File: config.mk
export PLATFORM = sky130hd
export DESIGN_NAME = jpeg_output_arb
export DESIGN_NICKNAME = d
export VERILOG_FILES = /design/src/rtl/jpeg_output_arb.sv
export SDC_FILE = /design/constraint.sdc
export NUM_CORES = 1
export LEC_CHECK = 0
export BUFFER_PORTS_ARGS = -buffer_cell sky130_fd_sc_hd__buf_2
export CORE_UTILIZATION = 40
export CTS_CLUSTER_SIZE = 16
export DETAILED_ROUTE_END_ITERATION = 7
export PLACE_DENSITY = 0.82
export SLEW_MARGIN = 20
export SYNTH_ARGS = -nofsm -noshare
export SYNTH_HDL_FRONTEND = slang
export SYNTH_SLANG_ARGS = --single-unit
File: constraint.sdc
create_clock -name clk_i -period 1.8 [get_ports clk_i]
set_clock_uncertainty 0.1 [all_clocks]
set_input_delay 0.27 -clock clk_i [delete_from_list [all_inputs] [get_ports clk_i]]
set_output_delay 0.27 -clock clk_i [all_outputs]
set_load 0.05 [all_outputs]
File: src/rtl/jpeg_output_arb.sv
// jpeg_output_arb
//   Round-robin burst arbiter that merges the Y/Cb/Cr requester FIFOs into a
//   single output beat stream. A grant lasts up to BURST beats or until the
//   granted FIFO runs dry. Changing grants costs one IDLE cycle. The output
//   is a one-entry skid-free register that can be reloaded in the same cycle
//   it is accepted.
//
// Ports
//   clk_i             clock
//   rst_i             synchronous active-high reset
//   flush_i           synchronous abort of arbitration and output stage
//   req_valid_i       per-requester FIFO non-empty
//   req_data_i        per-requester FIFO head, requester r at [r*WIDTH +: WIDTH]
//   req_pop_o         per-requester pop strobe (one-hot or zero)
//   outport_valid_o   output beat valid
//   outport_data_o    output beat data
//   outport_src_o     requester index that supplied the beat
//   outport_last_o    final beat of a full BURST-length grant
//   outport_accept_i  downstream ready
//   busy_o            transfer in progress or output beat pending
module jpeg_output_arb #(
  parameter int WIDTH   = 8,
  parameter int NUM_REQ = 3,
  parameter int SRC_W   = 2,
  parameter int BURST   = 8,
  parameter int CNT_W   = 3
) (
  input  logic                     clk_i,
  input  logic                     rst_i,
  input  logic                     flush_i,
  input  logic [NUM_REQ-1:0]       req_valid_i,
  input  logic [NUM_REQ*WIDTH-1:0] req_data_i,
  output logic [NUM_REQ-1:0]       req_pop_o,
  output logic                     outport_valid_o,
  output logic [WIDTH-1:0]         outport_data_o,
  output logic [SRC_W-1:0]         outport_src_o,
  output logic                     outport_last_o,
  input  logic                     outport_accept_i,
  output logic                     busy_o
);

  typedef enum logic {IDLE, XFER} state_t;

  state_t           state_q;
  logic [SRC_W-1:0] grant_q;
  logic [SRC_W-1:0] last_q;
  logic [CNT_W-1:0] beat_q;

  logic             vld_p1;
  logic [WIDTH-1:0] data_p1;
  logic [SRC_W-1:0] src_p1;
  logic             last_p1;

  logic [SRC_W-1:0] next_grant;
  logic [SRC_W-1:0] hi_idx;
  logic [SRC_W-1:0] lo_idx;
  logic             hi_found;
  logic             sel_valid;
  logic [WIDTH-1:0] sel_data;
  logic             space;
  logic             pop;
  logic             last_beat;

  // Round-robin search: the lowest valid index above last_q wins; if none
  // exists, wrap to the lowest valid index overall (which may be last_q).
  always_comb begin
    hi_found = 1'b0;
    hi_idx   = '0;
    lo_idx   = '0;
    for (int r = NUM_REQ - 1; r >= 0; r--) begin
      if (req_valid_i[r]) begin
        lo_idx = SRC_W'(r);
        if (SRC_W'(r) > last_q) begin
          hi_found = 1'b1;
          hi_idx   = SRC_W'(r);
        end
      end
    end
    next_grant = hi_found ? hi_idx : lo_idx;
  end

  always_comb begin
    sel_valid = 1'b0;
    sel_data  = '0;
    for (int r = 0; r < NUM_REQ; r++) begin
      if (grant_q == SRC_W'(r)) begin
        sel_valid = req_valid_i[r];
        sel_data  = req_data_i[r*WIDTH +: WIDTH];
      end
    end
  end

  assign space     = ~vld_p1 | outport_accept_i;
  assign last_beat = (beat_q == CNT_W'(BURST - 1));
  // Reset and flush suppress the pop so no FIFO entry is consumed in a
  // cycle whose beat would be thrown away.
  assign pop       = (state_q == XFER) & ~rst_i & ~flush_i & sel_valid & space;

  always_comb begin
    req_pop_o = '0;
    for (int r = 0; r < NUM_REQ; r++) begin
      req_pop_o[r] = pop & (grant_q == SRC_W'(r));
    end
  end

  // ---- stage p0 -> p1: arbitration state and output register ----
  always_ff @(posedge clk_i) begin
    if (rst_i) begin
      state_q <= IDLE;
      grant_q <= '0;
      last_q  <= SRC_W'(NUM_REQ - 1);
      beat_q  <= '0;
      vld_p1  <= 1'b0;
      data_p1 <= '0;
      src_p1  <= '0;
      last_p1 <= 1'b0;
    end else if (flush_i) begin
      state_q <= IDLE;
      grant_q <= '0;
      last_q  <= SRC_W'(NUM_REQ - 1);
      beat_q  <= '0;
      vld_p1  <= 1'b0;
    end else begin
      case (state_q)
        IDLE: begin
          if (|req_valid_i) begin
            grant_q <= next_grant;
            beat_q  <= '0;
            state_q <= XFER;
          end
        end
        XFER: begin
          if (space) begin
            if (sel_valid) begin
              beat_q <= beat_q + 1'b1;
              if (last_beat) begin
                last_q  <= grant_q;
                state_q <= IDLE;
              end
            end else begin
              // Granted FIFO ran dry: end the grant early without a beat.
              last_q  <= grant_q;
              state_q <= IDLE;
            end
          end
        end
        default: state_q <= IDLE;
      endcase

      if (pop) begin
        vld_p1  <= 1'b1;
        data_p1 <= sel_data;
        src_p1  <= grant_q;
        last_p1 <= last_beat;
      end else if (outport_accept_i) begin
        vld_p1  <= 1'b0;
      end
    end
  end

  assign outport_valid_o = vld_p1;
  assign outport_data_o  = data_p1;
  assign outport_src_o   = src_p1;
  assign outport_last_o  = last_p1;
  assign busy_o          = (state_q == XFER) | vld_p1;

endmodule

# After elaboration in Yosys (flattened, before gate mapping)
# Index checks and enable logic that the tools add are counted.
[totals] wordCells=75 ff_bits=20 in_bits=31
[classes] reduce_logical=8 order_cmp=3 bitwise=13 add_sub_neg=1 eq_ne=7 n_mux=35
[ops] op="two-way mux 2 bit" count=12
[ops] op="two-way mux 8 bit" count=3
[ops] op="two-way mux 1 bit" count=15
[ops] op="two-way mux 3 bit" count=3
[ops] op="AND 1 bit" count=7
[ops] op="inequality test 2 x 1 -> 1 bit (second input constant)" count=3
[ops] op="case mux 3 bit (2 select lines)" count=1
[ops] op="AND reduction 3 bit" count=2
[ops] op="> comparator 1 x 2 -> 1 bit (first input constant)" count=2
[ops] op="inverter 1 bit" count=4
[ops] op="AND reduction 2 bit" count=2
[ops] op="adder 3 x 1 -> 3 bit (second input constant)" count=1
[ops] op="equality test 3 bit (second input constant)" count=1
[ops] op="OR reduction 3 bit" count=1
[ops] op="equality test 2 x 1 -> 1 bit (second input constant)" count=1
[ops] op="equality test 2 bit (second input constant)" count=1
[ops] op="> comparator 2 bit (first input constant)" count=1
[ops] op="logical NOT 2 bit" count=1
[ops] op="inequality test 2 bit (second input constant)" count=1
[ops] op="bitwise OR 1 bit" count=2
[ops] op="case mux 1 bit (2 select lines)" count=1
[ops] op="nonzero test 2 bit" count=1
[ops] op="OR reduction 2 bit" count=1

# Depth between registers and ports, before layout
[logic_depth] depth_word=8 ltp_mapped=7 depth_no_buf=6

# Worst setup path after synthesis
# Ideal clock, no wire load.
[synth_timing] path_kind="reg2out" from="register vld_p1, in the netlist outport_valid_o" to="output req_pop_o[0]" path_buffers=0 slack_ns=-0.935 required_time_ns=1.430 arrival_time_ns=2.365 stages_incl_launch_ff=4 path_cell_list="dfxtp_1 -> nand2b_1 -> nand2_1 -> nor4_1"
[synth_between] elab_chain_cells=4
[synth_lines] element="start: declaration" line_no="49" text="logic vld_p1;"
[synth_lines] element="start signal: assignment" line_no="113" text="vld_p1 <= 1'b0;"
[synth_lines] element="start signal: assignment" line_no="122" text="vld_p1 <= 1'b0;"
[synth_lines] element="start signal: assignment" line_no="151" text="vld_p1 <= 1'b1;"
[synth_lines] element="inverter 1 bit" line_no="93" text="assign space = ~vld_p1 | outport_accept_i;"
[synth_lines] element="bitwise OR 1 bit" line_no="93"
[synth_lines] element="AND 1 bit" line_no="97" text="assign pop = (state_q == XFER) & ~rst_i & ~flush_i & sel_valid & space;"
[synth_lines] element="AND 1 bit" line_no="102" text="req_pop_o[r] = pop & (grant_q == SRC_W'(r));"
[synth_lines] element="end: declaration" line_no="33" text="output logic [NUM_REQ-1:0] req_pop_o,"
# No other way between the ends.

# Final worst setup path
[layout_timing] from="register state_q" to="output busy_o"
[layout_between] elab_chain_cells=1
[layout_lines] element="start: declaration" line_no="44" text="state_t state_q;"
[layout_lines] element="start signal: assignment" line_no="109" text="state_q <= IDLE;"
[layout_lines] element="start signal: assignment" line_no="118" text="state_q <= IDLE;"
[layout_lines] element="start signal: assignment" line_no="129" text="state_q <= XFER;"
[layout_lines] element="bitwise OR 1 bit" line_no="165" text="assign busy_o = (state_q == XFER) | vld_p1;"
[layout_lines] element="end: declaration" line_no="39" text="output logic busy_o"
# No other way between the ends.

==> flow_summary_export.csv <==
group,metric,value,unit
timing,setup_viol,0,
power_and_ir_drop,switchingPower,299,uW
worst_setup_path,crit_path_start_kind,"flop",
worst_setup_path,rrSetupSlack,0.06,ns
logic_synthesis,seq_area_frac_synth,35.5,%
die,dieWidth,55.1,um
timing,fin_crit_sh,97.3,%
global_route,grt_pass1_wl,4.84,mm
worst_setup_path,r2r_cells,6,
worst_setup_path,worstPathMaxFanout,7,
logic_synthesis,syn_nets,163,
power_and_ir_drop,pwr-share-seq,43.7,%
power_and_ir_drop,power,1070,uW
logic_synthesis,synth_edf_count,0,
power_and_ir_drop,power.density,683,nW/um^2
finish,diodes,0,
finish,fin_area,1560,sq um
clock_tree,htreeDepth,1,
logic_synthesis,syn_area_per_cell,8.67,sq um
global_route,grt_max_degree,20,
finish,area_growth,38.5,%
flow_run,maxCapViolations,0,
die,pin_count,47,
finish,fin_cells,211,
worst_setup_path,cp_data_required_time,1.43,ns
logic_synthesis,synthArstFlopShare,0,%
die,start_util,43.9,%
worst_setup_path,r2r-end,"last_q[1]",
power_and_ir_drop,power_frac_comb,21.4,%
placed_design,io_buffers,46,
worst_setup_path,end_kind,"primary output",
min_path,worstHoldPathType,"primary input to flop",
logic_synthesis,ys_types,34,
drt,first_pass_iters,4,
finish,final_common_cell,"buf_2",
timing,fmaxAchievable,571,MHz
worst_setup_path,r2r_start,"beat_q[0]",
timing,slew_viol_final,0,
drt,drc,0,
clock_tree,worstSkewPairLatency,0.30,ns
clock_tree,cts_tree,"yes",
clock_tree,clk_path_buf_depth,2,
finish,drive_gt1_share,42.5,%
logic_synthesis,syn_area,1130,sq um
placed_design,postPlaceCellArea,1450,sq um
min_path,holdPathEnd,"grant_q[1]",
global_route,grt_usage,21.8,%
finish,final_cell_mix,"buf_2 (43), a21oi_1 (21), dfxtp_1 (16), nor2_1 (15)",
power_and_ir_drop,intPower,767,uW
timing,hold_slack,0.193,ns
logic_synthesis,synth_flop_cell,"dfxtp_1",
die,die_area,3030,sq um
timing,period_minus_slack,1.75,ns
global_route,first_global_vias,1179,
logic_synthesis,ys_ff_latch,20,
finish,regArea,408,sq um
global_route,antenna_found_initial,0,
min_path,hold_start,"req_valid_i[2]",
timing,tns,0,ns
timing,tightest_slew,0.374,ns
worst_setup_path,crit_type,"flop to primary output",
finish,final_nets,215,
global_route,gr-total-overflow,0,
timing,rsz0062_at_grt,"yes",
drt,wl_per_cell,14.5,um
finish,n_fill_cell,248,
timing,final-hold-violation-count,0,
drt,viasPerCell,5.76,
placed_design,hpwlAfterDp,2.27,mm
die,fp.dieH,55.1,um
worst_setup_path,arrival,1.38,ns
finish,multi_input_area,736,sq um
clock_tree,numCtsBuffers,3,
clock_tree,hold_buffers,0,
drt,routed_wl,3.06,mm
power_and_ir_drop,p_clk_share,34.9,%
power_and_ir_drop,p_leak,0.000658,uW
logic_synthesis,synth_warnings,0,
drt,drtAntennaViolNets,0,
clock_tree,clockRootBuffer,"clkbuf_4",
drt,vias,1216,
run_status,status,"completed",
die,row_count,18,
die,fp.coreArea,2570,sq um
placed_design,place_congestion,0.929,
drt,drt_iter0_drc,24,
power_and_ir_drop,ir_worst_vdd,589,uV
placed_design,post-place-cells,205,
timing,slew-limit-headroom,74.9,%
clock_tree,clock-sinks,20,
logic_synthesis,netlist_instances,130,
min_path,min_path_cells,3,
clock_tree,clk_pin_slew,0.12,ns
power_and_ir_drop,p_sw_share,28.0,%
-- cells in the mapped netlist, drive strengths merged (3+ instances only) --
master	n	area, sq um
a311oi	9	78.8
dfxtp	20	400
o21ai	5	25.0
a21oi	21	105
nor2	15	56.3
nand3	3	15.0
nand2b	3	18.8
clkbuf	4	15.0
or2	3	18.8
mux2i	11	110
buf	5	42.5
nor4	4	25.0
-- timing repair --
action | 4_1_cts | 5_1_grt
buffers inserted | 0 | 2
gates resized for setup | 7 | 9
endpoints found under the setup margin | 4 | 8
-- kinds of logic after synthesis --
logic type,after synthesis,share of synthesized area [%]
compound gates,46,26.5
fa+ha+maj,2,2.22
buf+inv,10,5.44
flops,20,35.5
mux,12,11.1
simple gates,40,19.2
-- worst max path at each step --
stage / startpoint / endpoint / depth (start not counted)
3_3_place_gp: flush_i / req_pop_o[1] / 4
6_report: state_q / busy_o / 3
5_1_grt: grant_q[1] / beat_q[1] / 4
4_1_cts: state_q / req_pop_o[2] / 3
2_1_floorplan: flush_i / req_pop_o[0] / 3
3_5_place_dp: beat_q[0] / last_q[1] / 6
-- metrics by stage --
step                      setup WS [ns]  utilization [%]
after floorplan                  0.0112                -
after global placement           0.0602             56.3
after global routing            -0.0412             60.8
after detailed placement        -0.0117             56.3
final                            0.0491             60.8
after CTS                       0.00432             59.0
-- cell type report --
class,instances,area share [%]
flip-flops and latches,20,26.1
inverters,1,0.240
clock inverters,1,1.92
multi-input cells,100,47.1
clock buffers,3,1.44
well taps,30,2.40
repair buffers,56,20.8
-- critical path, cell delays in order (launching register included) --
cell	delay [ns]
dfxtp_1	0.40
buf_4	0.19
or2_2	0.27
buf_2	0.21
-- flip-flops by register name (all words and copies together), names as in the netlist --
| signal | cells |
|---|---|
| outport_src_o | 2 |
| outport_last_o | 1 |
| grant_q | 2 |
| outport_valid_o | 1 |
| beat_q | 3 |
| state_q | 1 |
| last_q | 2 |
| outport_data_o | 8 |
-- power groups by stage --
stage / registers, uW / clock network, uW / logic (uW)
2_1_floorplan: 496 / 0 / 123
3_3_place_gp: 475 / 0 / 208
3_5_place_dp: 475 / 0 / 216
4_1_cts: 465 / 377 / 218
5_1_grt: 468 / 391 / 247
6_report: 466 / 372 / 228
-- per-layer routing --
| metal | track usage (%) | part of all wire, % |
|---|---|---|
| met4 | 9.58 | 1.1 |
| met1 | 26.2 | 43 |
| met2 | 38.4 | 50 |
| met5 | 0 | 0 |
| met3 | 2.73 | 5.8 |
(Power assumes the default switching activity.)
